**config.mk**
```make
export PLATFORM = sky130hd
export DESIGN_NAME = sub_byte_transform_flat
export DESIGN_NICKNAME = d
export VERILOG_FILES = /design/src/rtl/sub_byte_transform_if.sv /design/src/rtl/sub_byte_transform.sv /design/src/flat_wrapper.sv
export SDC_FILE = /design/constraint.sdc
export NUM_CORES = 2
export LEC_CHECK = 0
export ABC_AREA = 1
export CAP_MARGIN = 10
export CORE_UTILIZATION = 25
export DETAILED_ROUTE_END_ITERATION = 16
export PLACE_DENSITY_LB_ADDON = 0.25
export SYNTH_ARGS = -nofsm -noshare
export SYNTH_HDL_FRONTEND = slang
export SYNTH_SLANG_ARGS = --single-unit
```
**constraint.sdc**
```tcl
create_clock -name clk -period 0.8 [get_ports clk]
set_clock_uncertainty 0.05 [all_clocks]
set_input_delay 0.12 -clock clk [delete_from_list [all_inputs] [get_ports clk]]
set_output_delay 0.12 -clock clk [all_outputs]
set_load 0.02 [all_outputs]
```
**src/rtl/sub_byte_transform_if.sv**
```systemverilog
// State bus for the SubBytes stage: plain state in, substituted state out.
// Bit 0 is the MSB of each word, so byte k sits in [8k:8k+7].
interface sub_byte_transform_if;
   logic [0:127] dataIn;
   logic [0:127] subMat;

   modport master (output dataIn, input subMat);
   modport slave  (input dataIn, output subMat);
endinterface

```
**src/rtl/sub_byte_transform.sv**
```systemverilog
// AES-128 SubBytes stage: 16 parallel forward S-box lanes feeding one
// output register that is cleared asynchronously.
module sbox_lane (
   input  logic [7:0] din,
   output logic [7:0] dout
);
   // The FIPS-197 forward table, packed MSB-first: entry v sits at bits [8v:8v+7].
   localparam logic [0:2047] SBOX = {
      128'h637c777bf26b6fc53001672bfed7ab76,
      128'hca82c97dfa5947f0add4a2af9ca472c0,
      128'hb7fd9326363ff7cc34a5e5f171d83115,
      128'h04c723c31896059a071280e2eb27b275,
      128'h09832c1a1b6e5aa0523bd6b329e32f84,
      128'h53d100ed20fcb15b6acbbe394a4c58cf,
      128'hd0efaafb434d338545f9027f503c9fa8,
      128'h51a3408f929d38f5bcb6da2110fff3d2,
      128'hcd0c13ec5f974417c4a77e3d645d1973,
      128'h60814fdc222a908846eeb814de5e0bdb,
      128'he0323a0a4906245cc2d3ac629195e479,
      128'he7c8376d8dd54ea96c56f4ea657aae08,
      128'hba78252e1ca6b4c6e8dd741f4bbd8b8a,
      128'h703eb5664803f60e613557b986c11d9e,
      128'he1f8981169d98e949b1e87e9ce5528df,
      128'h8ca1890dbfe6426841992d0fb054bb16
   };

   always_comb dout = SBOX[{din, 3'b000} +: 8];
endmodule

module sub_byte_transform (
   input logic           clk,
   input logic           rst,
   sub_byte_transform_if.slave bus
);
   localparam int NUM_LANES = 16;

   logic [0:127] sub_d;
   logic [0:127] sub_q;

   // Lanes are fully independent; no row or column mixing happens here.
   for (genvar k = 0; k < NUM_LANES; k++) begin : g_lane
      sbox_lane u_lane (
         .din  (bus.dataIn[8*k +: 8]),
         .dout (sub_d[8*k +: 8])
      );
   end

   always_ff @(posedge clk or negedge rst) begin
      if (!rst) sub_q <= '0;
      else      sub_q <= sub_d;
   end

   assign bus.subMat = sub_q;
endmodule

```
**src/flat_wrapper.sv**
```systemverilog
// flat-port wrapper written by rule: the top's interface ports become plain ports
module sub_byte_transform_flat 
  (clk, rst, bus_dataIn, bus_subMat);
  sub_byte_transform_if bus_i ();
  input logic clk;
  input logic rst;
  input wire logic [$bits(bus_i.dataIn)-1:0] bus_dataIn;
  output wire logic [$bits(bus_i.subMat)-1:0] bus_subMat;
  assign bus_i.dataIn = bus_dataIn;
  assign bus_subMat = bus_i.subMat;
  sub_byte_transform u_core (.clk(clk), .rst(rst), .bus(bus_i));
endmodule
```
Word level (Yosys, flattened, before mapping) --
Index checks and enable logic that the tools add are counted.
Word-level totals: register bits 128, input bits 130, output and inout port bits 128, word-level logic and storage cells 33
Operators by class: shifts and indexed selects 16, bitwise logic cells 16
Operators with widths (count):
- $shiftx A2048 B12 Y2049 const A | 16
- $not A11 Y12 | 16

Depth between registers and ports, before layout --
depth after elaboration 2, gate-level depth with buffers 15, gate-level depth less buffers 15

Cells and area by module --
Synthesis repeated with hierarchy kept, for this count alone.
Unflattened totals: cells, all modules 10464, area total of the unflattened synthesis 51149.1 µm²
Modules (own cells, without submodules):
- sbox_lane | instances 16, cells each 646, area each 2996.6 µm², sequential area each 0.0 µm²
- sub_byte_transform | instances 1, cells each 128, area each 3203.1 µm², sequential area each 3203.1 µm²

Least setup slack after synthesis --
No wires, ideal clock.
path type input-to-reg, start input port bus_dataIn[113], end register u_core.sub_q (netlist bit u_core.bus.subMat[15]), library setup time 118 ps, arrival 1616 ps, required time 632 ps, setup slack -983 ps, cell stages on the path 15, path buffers 1, path through buf_2 > inv_1 > ha_1 > inv_1 > nand2_1 > nand2_1 > inv_1 > nand2_1 > nand2_1 > nand2_1 > nand2_1 > nand2_1 > nand3_1 > nand3_1 > nand2_1
On the way: word-level cells in the longest chain between the ends 2
RTL lines:
- from (decl) | RTL line flat_wrapper.sv:7 | input wire logic [$bits(bus_i.dataIn)-1:0] bus_dataIn;
- $not A11 Y12 (implied by the code) | RTL line sub_byte_transform.sv:27 | always_comb dout = SBOX[{din, 3'b000} +: 8];
- $shiftx A2048 B12 Y2049 | RTL line sub_byte_transform.sv:27
- named net u_core.g_lane[1].u_lane.dout[0] | RTL line sub_byte_transform.sv:5 | output logic [7:0] dout
- to (signal assigned) | RTL line sub_byte_transform.sv:50 | else sub_q <= sub_d;
- to (decl) | RTL line sub_byte_transform.sv:38 | logic [0:127] sub_q;
The timed path passes the listed nets, and every way through them passes these cells.

Worst setup path in the final report --
start register u_core.sub_q (netlist bit u_core.bus.subMat[21]), end output port bus_subMat[106]
RTL lines:
- to (decl) | RTL line flat_wrapper.sv:8 | output wire logic [$bits(bus_i.subMat)-1:0] bus_subMat;
No word-level cell between the ends.

==> results.rst <==
.. list-table::
   :header-rows: 1

   * - Metric
     - Value
   * - Status
     - finished with violations
   * - Violated checks
     - setup timing
   * - Fraction of synthesized area in multiplexers
     - 0
   * - Number of global-route vias before repair
     - 82300
   * - Buf/Inv on CP
     - 1
   * - Setup violations, final
     - 258
   * - Port Buffer Count
     - 257
   * - Most frequent cell after synthesis
     - sky130_fd_sc_hd__nand2_1
   * - Ports
     - 258
   * - Worst setup slack after layout
     - -0.634 ns
   * - Total detailed-routing wirelength
     - 358000 um
   * - Static leakage power
     - 44.8 nW
   * - Deepest clock path buffer count
     - 2
   * - Logic depth of the worst path, buffers included
     - 1
   * - Worst slew slack as a fraction of its limit
     - 0.646
   * - Transition time at the pin with the least slew margin
     - 0.530 ns
   * - Dominant combinational cell family by area after synthesis
     - simple AND/OR/NAND/NOR gates
   * - Via count normalized by instance count
     - 5.72
   * - Prevailing post-synth register cell
     - sky130_fd_sc_hd__dfrtp_1
   * - EDFF count, synth
     - 0
   * - WL/cell
     - 24.0 um
   * - Netlist area before placement
     - 0.0484 mm2
   * - Final Hold Fails
     - 0
   * - Final core utilization
     - 0.474
   * - Hold WC Path Type
     - in -> reg
   * - CP max stage delay
     - 0.49 ns
   * - Setup repair after global routing missed its margin
     - yes
   * - Post-synthesis share of cell area spent on and, or, nand and nor gates
     - 0.639
   * - Vertical extent of the die
     - 442 um
   * - Fraction of the mapped netlist area in adder cells
     - 0.0620
   * - Xor-xnor portion of the synthesized cell area
     - 0
   * - Worst IR Drop VDD
     - 1.72 mV
   * - Antenna violation net count after detailed routing
     - 0
   * - Routed via count
     - 85400
   * - FILL cells
     - 20100
   * - Syn nets
     - 10300
   * - 1st-iter DRT viols
     - 10900
   * - H-tree depth
     - 4
   * - Post-synth ARST share
     - 1.00
   * - Largest register FFs
     - 128
   * - Effective utilization at floorplan
     - 0.252
   * - Number of cells produced by synthesis
     - 9885
   * - Slowest library cell on the worst path
     - sky130_fd_sc_hd__dfrtp_2
   * - Critical path endpoint category
     - output pin
   * - Drt first pass iters
     - 9
   * - Critical Path, Cell by Cell
     - buf_6
   * - Largest cells by area after synthesis
     - sky130_fd_sc_hd__nand3_1, sky130_fd_sc_hd__nand2_1, sky130_fd_sc_hd__dfrtp_1
   * - Class of the most critical setup path
     - reg -> out
   * - DRC violations left
     - 0
   * - WHS Endpoint
     - u_core.bus.subMat[108]
   * - Layout cells sized above 1
     - 0.464
   * - Share of synthesized area occupied by flip-flops and latches
     - 0.0662
   * - Final clock period utilization by the worst path
     - 1.79
   * - Data arrival time of the worst path
     - 1.26 ns
   * - Area fraction of the dominant cell type after synthesis
     - 0.299
   * - Count of clock tree sinks
     - 128
   * - Largest delay share family, worst path
     - flip-flops
   * - List of most frequent post-synthesis cells
     - sky130_fd_sc_hd__nand2_1, sky130_fd_sc_hd__nand3_1, sky130_fd_sc_hd__nor2_1
   * - Critical Path Start Type
     - flip-flop
   * - Cell at the root of the clock tree
     - sky130_fd_sc_hd__clkbuf_16
   * - Number of pins exceeding their max-slew limit in the final report
     - 0
   * - Area inside the core boundary
     - 0.192 mm2
   * - Top achievable clock speed
     - 0.697 GHz
   * - Worst hold path stage count
     - 7
   * - HPWL after DPL
     - 275000 um
   * - Required time reported for the critical path endpoint
     - 0.63 ns
   * - Std cell rows
     - 161
   * - Compound-cell area share of the yosys netlist
     - 0.121
   * - Setup TNS after final layout
     - -113.68 ns
   * - Area grow syn2layout
     - 88.2%
   * - Ys Warns
     - 0
   * - Final Total Pwr
     - 81.2 mW
   * - Time the worst path needs with I/O delays and setup
     - 1.43 ns
   * - Library cell occupying the most area in the post-synthesis netlist
     - sky130_fd_sc_hd__nand3_1
   * - Initial antenna violation count
     - 11
   * - Die Area
     - 0.195 mm2
   * - TritonCTS Buffers
     - 17
   * - Aggregate global-route resource usage
     - 0.348
   * - Die boundary width
     - 442 um
   * - Number of register bits inferred by synthesis
     - 128
   * - Maximum number of pins on one net before global-route repair
     - 42
   * - Clock tree from TritonCTS
     - done
   * - Worst slack at placement
     - -1.77 ns
   * - Mean post-synth cell area
     - 4.90 um2
   * - Overall overflow remaining after global route
     - 0
   * - Instance count after placement with tap cells included
     - 14600
   * - Wire length of the first global-routing pass
     - 527000 um
   * - Final weighted congestion of routability-driven global placement
     - 1.04
   * - Biggest fanout along the worst timing path
     - 1
   * - Count of different cell masters after synthesis
     - 37
   * - Worst Hold Launch
     - bus_dataIn[20]
   * - Maximum Capacitance Violations
     - 0
   * - Layout net count
     - 12700
   * - Clock transition at the register clock pins on the worst setup and hold paths after CTS
     - 0.09 ns
   * - Power per cell area
     - 891 mW/mm2
   * - Final Instance Count excl. Fillers
     - 14900
## logic make-up (layout without fill, tap and decap cells)
kind of cell,count (synthesis),after routing
and+or+nand+nor,7155,7158
DFF,128,128
buffers and inverters,1298,3798
adders and majority gates,240,240
AOI/OAI and AO/OA,1064,1064
other,0,11
## report_power, final
part | leakage (nW) | switching [mW] | internal (mW)
clock network | 0.300 | 4.77 | 5.03
registers | 1.49 | 0.851 | 7.38
logic | 43.0 | 37.0 | 26.1
## worst max-delay path by stage
stage	startpoint	end	slack, ns
final	u_core.bus.subMat[21]	bus_subMat[106]	-0.63
after global routing	u_core.bus.subMat[104]	bus_subMat[23]	-0.69
after CTS	u_core.bus.subMat[104]	bus_subMat[23]	-0.69
after detailed placement	bus_dataIn[88]	u_core.bus.subMat[39]	-1.77
after global placement	bus_dataIn[88]	u_core.bus.subMat[39]	-1.89
after floorplan	bus_dataIn[41]	u_core.bus.subMat[86]	-0.73
## layout by cell type, fill, tap and decap left out, types with 24 or more instances in the layout
cell | synthesis | routed
sky130_fd_sc_hd__a21oi_1 | 330 | 237
sky130_fd_sc_hd__a21oi_2 | 3 | 84
sky130_fd_sc_hd__buf_12 | 0 | 256
sky130_fd_sc_hd__buf_2 | 274 | 40
sky130_fd_sc_hd__buf_4 | 39 | 2277
sky130_fd_sc_hd__buf_6 | 8 | 462
sky130_fd_sc_hd__buf_8 | 0 | 36
sky130_fd_sc_hd__clkdlybuf4s50_1 | 0 | 45
sky130_fd_sc_hd__clkinvlp_4 | 0 | 25
sky130_fd_sc_hd__dfrtp_1 | 128 | 95
sky130_fd_sc_hd__dfrtp_2 | 0 | 33
sky130_fd_sc_hd__ha_1 | 240 | 118
sky130_fd_sc_hd__ha_2 | 0 | 25
sky130_fd_sc_hd__ha_4 | 0 | 97
sky130_fd_sc_hd__inv_1 | 565 | 334
sky130_fd_sc_hd__inv_2 | 46 | 157
sky130_fd_sc_hd__inv_4 | 0 | 54
sky130_fd_sc_hd__inv_6 | 0 | 24
sky130_fd_sc_hd__nand2_1 | 3434 | 2665
sky130_fd_sc_hd__nand2_2 | 15 | 550
sky130_fd_sc_hd__nand2_4 | 0 | 184
sky130_fd_sc_hd__nand2_8 | 0 | 53
sky130_fd_sc_hd__nand3_1 | 2895 | 2035
sky130_fd_sc_hd__nand3_2 | 1 | 801
sky130_fd_sc_hd__nand3_4 | 0 | 60
sky130_fd_sc_hd__nand4_1 | 78 | 78
sky130_fd_sc_hd__nor2_1 | 655 | 375
sky130_fd_sc_hd__nor2_2 | 22 | 141
sky130_fd_sc_hd__nor2_4 | 0 | 161
sky130_fd_sc_hd__o211ai_1 | 188 | 188
sky130_fd_sc_hd__o21ai_0 | 485 | 223
sky130_fd_sc_hd__o21ai_1 | 23 | 177
sky130_fd_sc_hd__o21ai_2 | 0 | 89
## layer usage
layer	part of all wire	GRT usage	vias to the layer above
li1	-	-	38200
met1	0.40	0.450	40000
met2	0.44	0.547	5774
met3	0.093	0.0537	1389
met4	0.071	0.204	0
met5	0	0	-
## through the flow
step | hold slack [ns] | cell area [um2]
floorplan | -0.226 | 50200
CTS | 0.0000811 | 86500
finish | 0.0557 | 91100
global route | 0.0591 | 91100
detailed placement | -0.0709 | 75100
global placement | -0.0712 | 75100
## layout make-up
type	instances	area, um2	share of cell area
Timing Repair Buffer	3138	29100	0.320
Clock buffer	22	494	0.00543
Timing Repair inverter	1	6.26	0.0000687
Clock inverter	10	124	0.00136
Multi-Input combinational cell	8462	52000	0.571
Antenna cell	11	27.5	0.000302
Inverter	627	2880	0.0316
Sequential cell	128	3240	0.0356
Tap cell	2526	3160	0.0347
## timing repair
item                                    in CTS  in global routing
resized for setup                         3303               1111
hold buffers                                 2                  1
endpoints found under the setup margin     256                258
buffers inserted                           218                 63
pin swaps                                  914                733
cloned                                      15                  3
endpoints found under the hold margin      128                  2
Power figures use the tool's default switching activity.
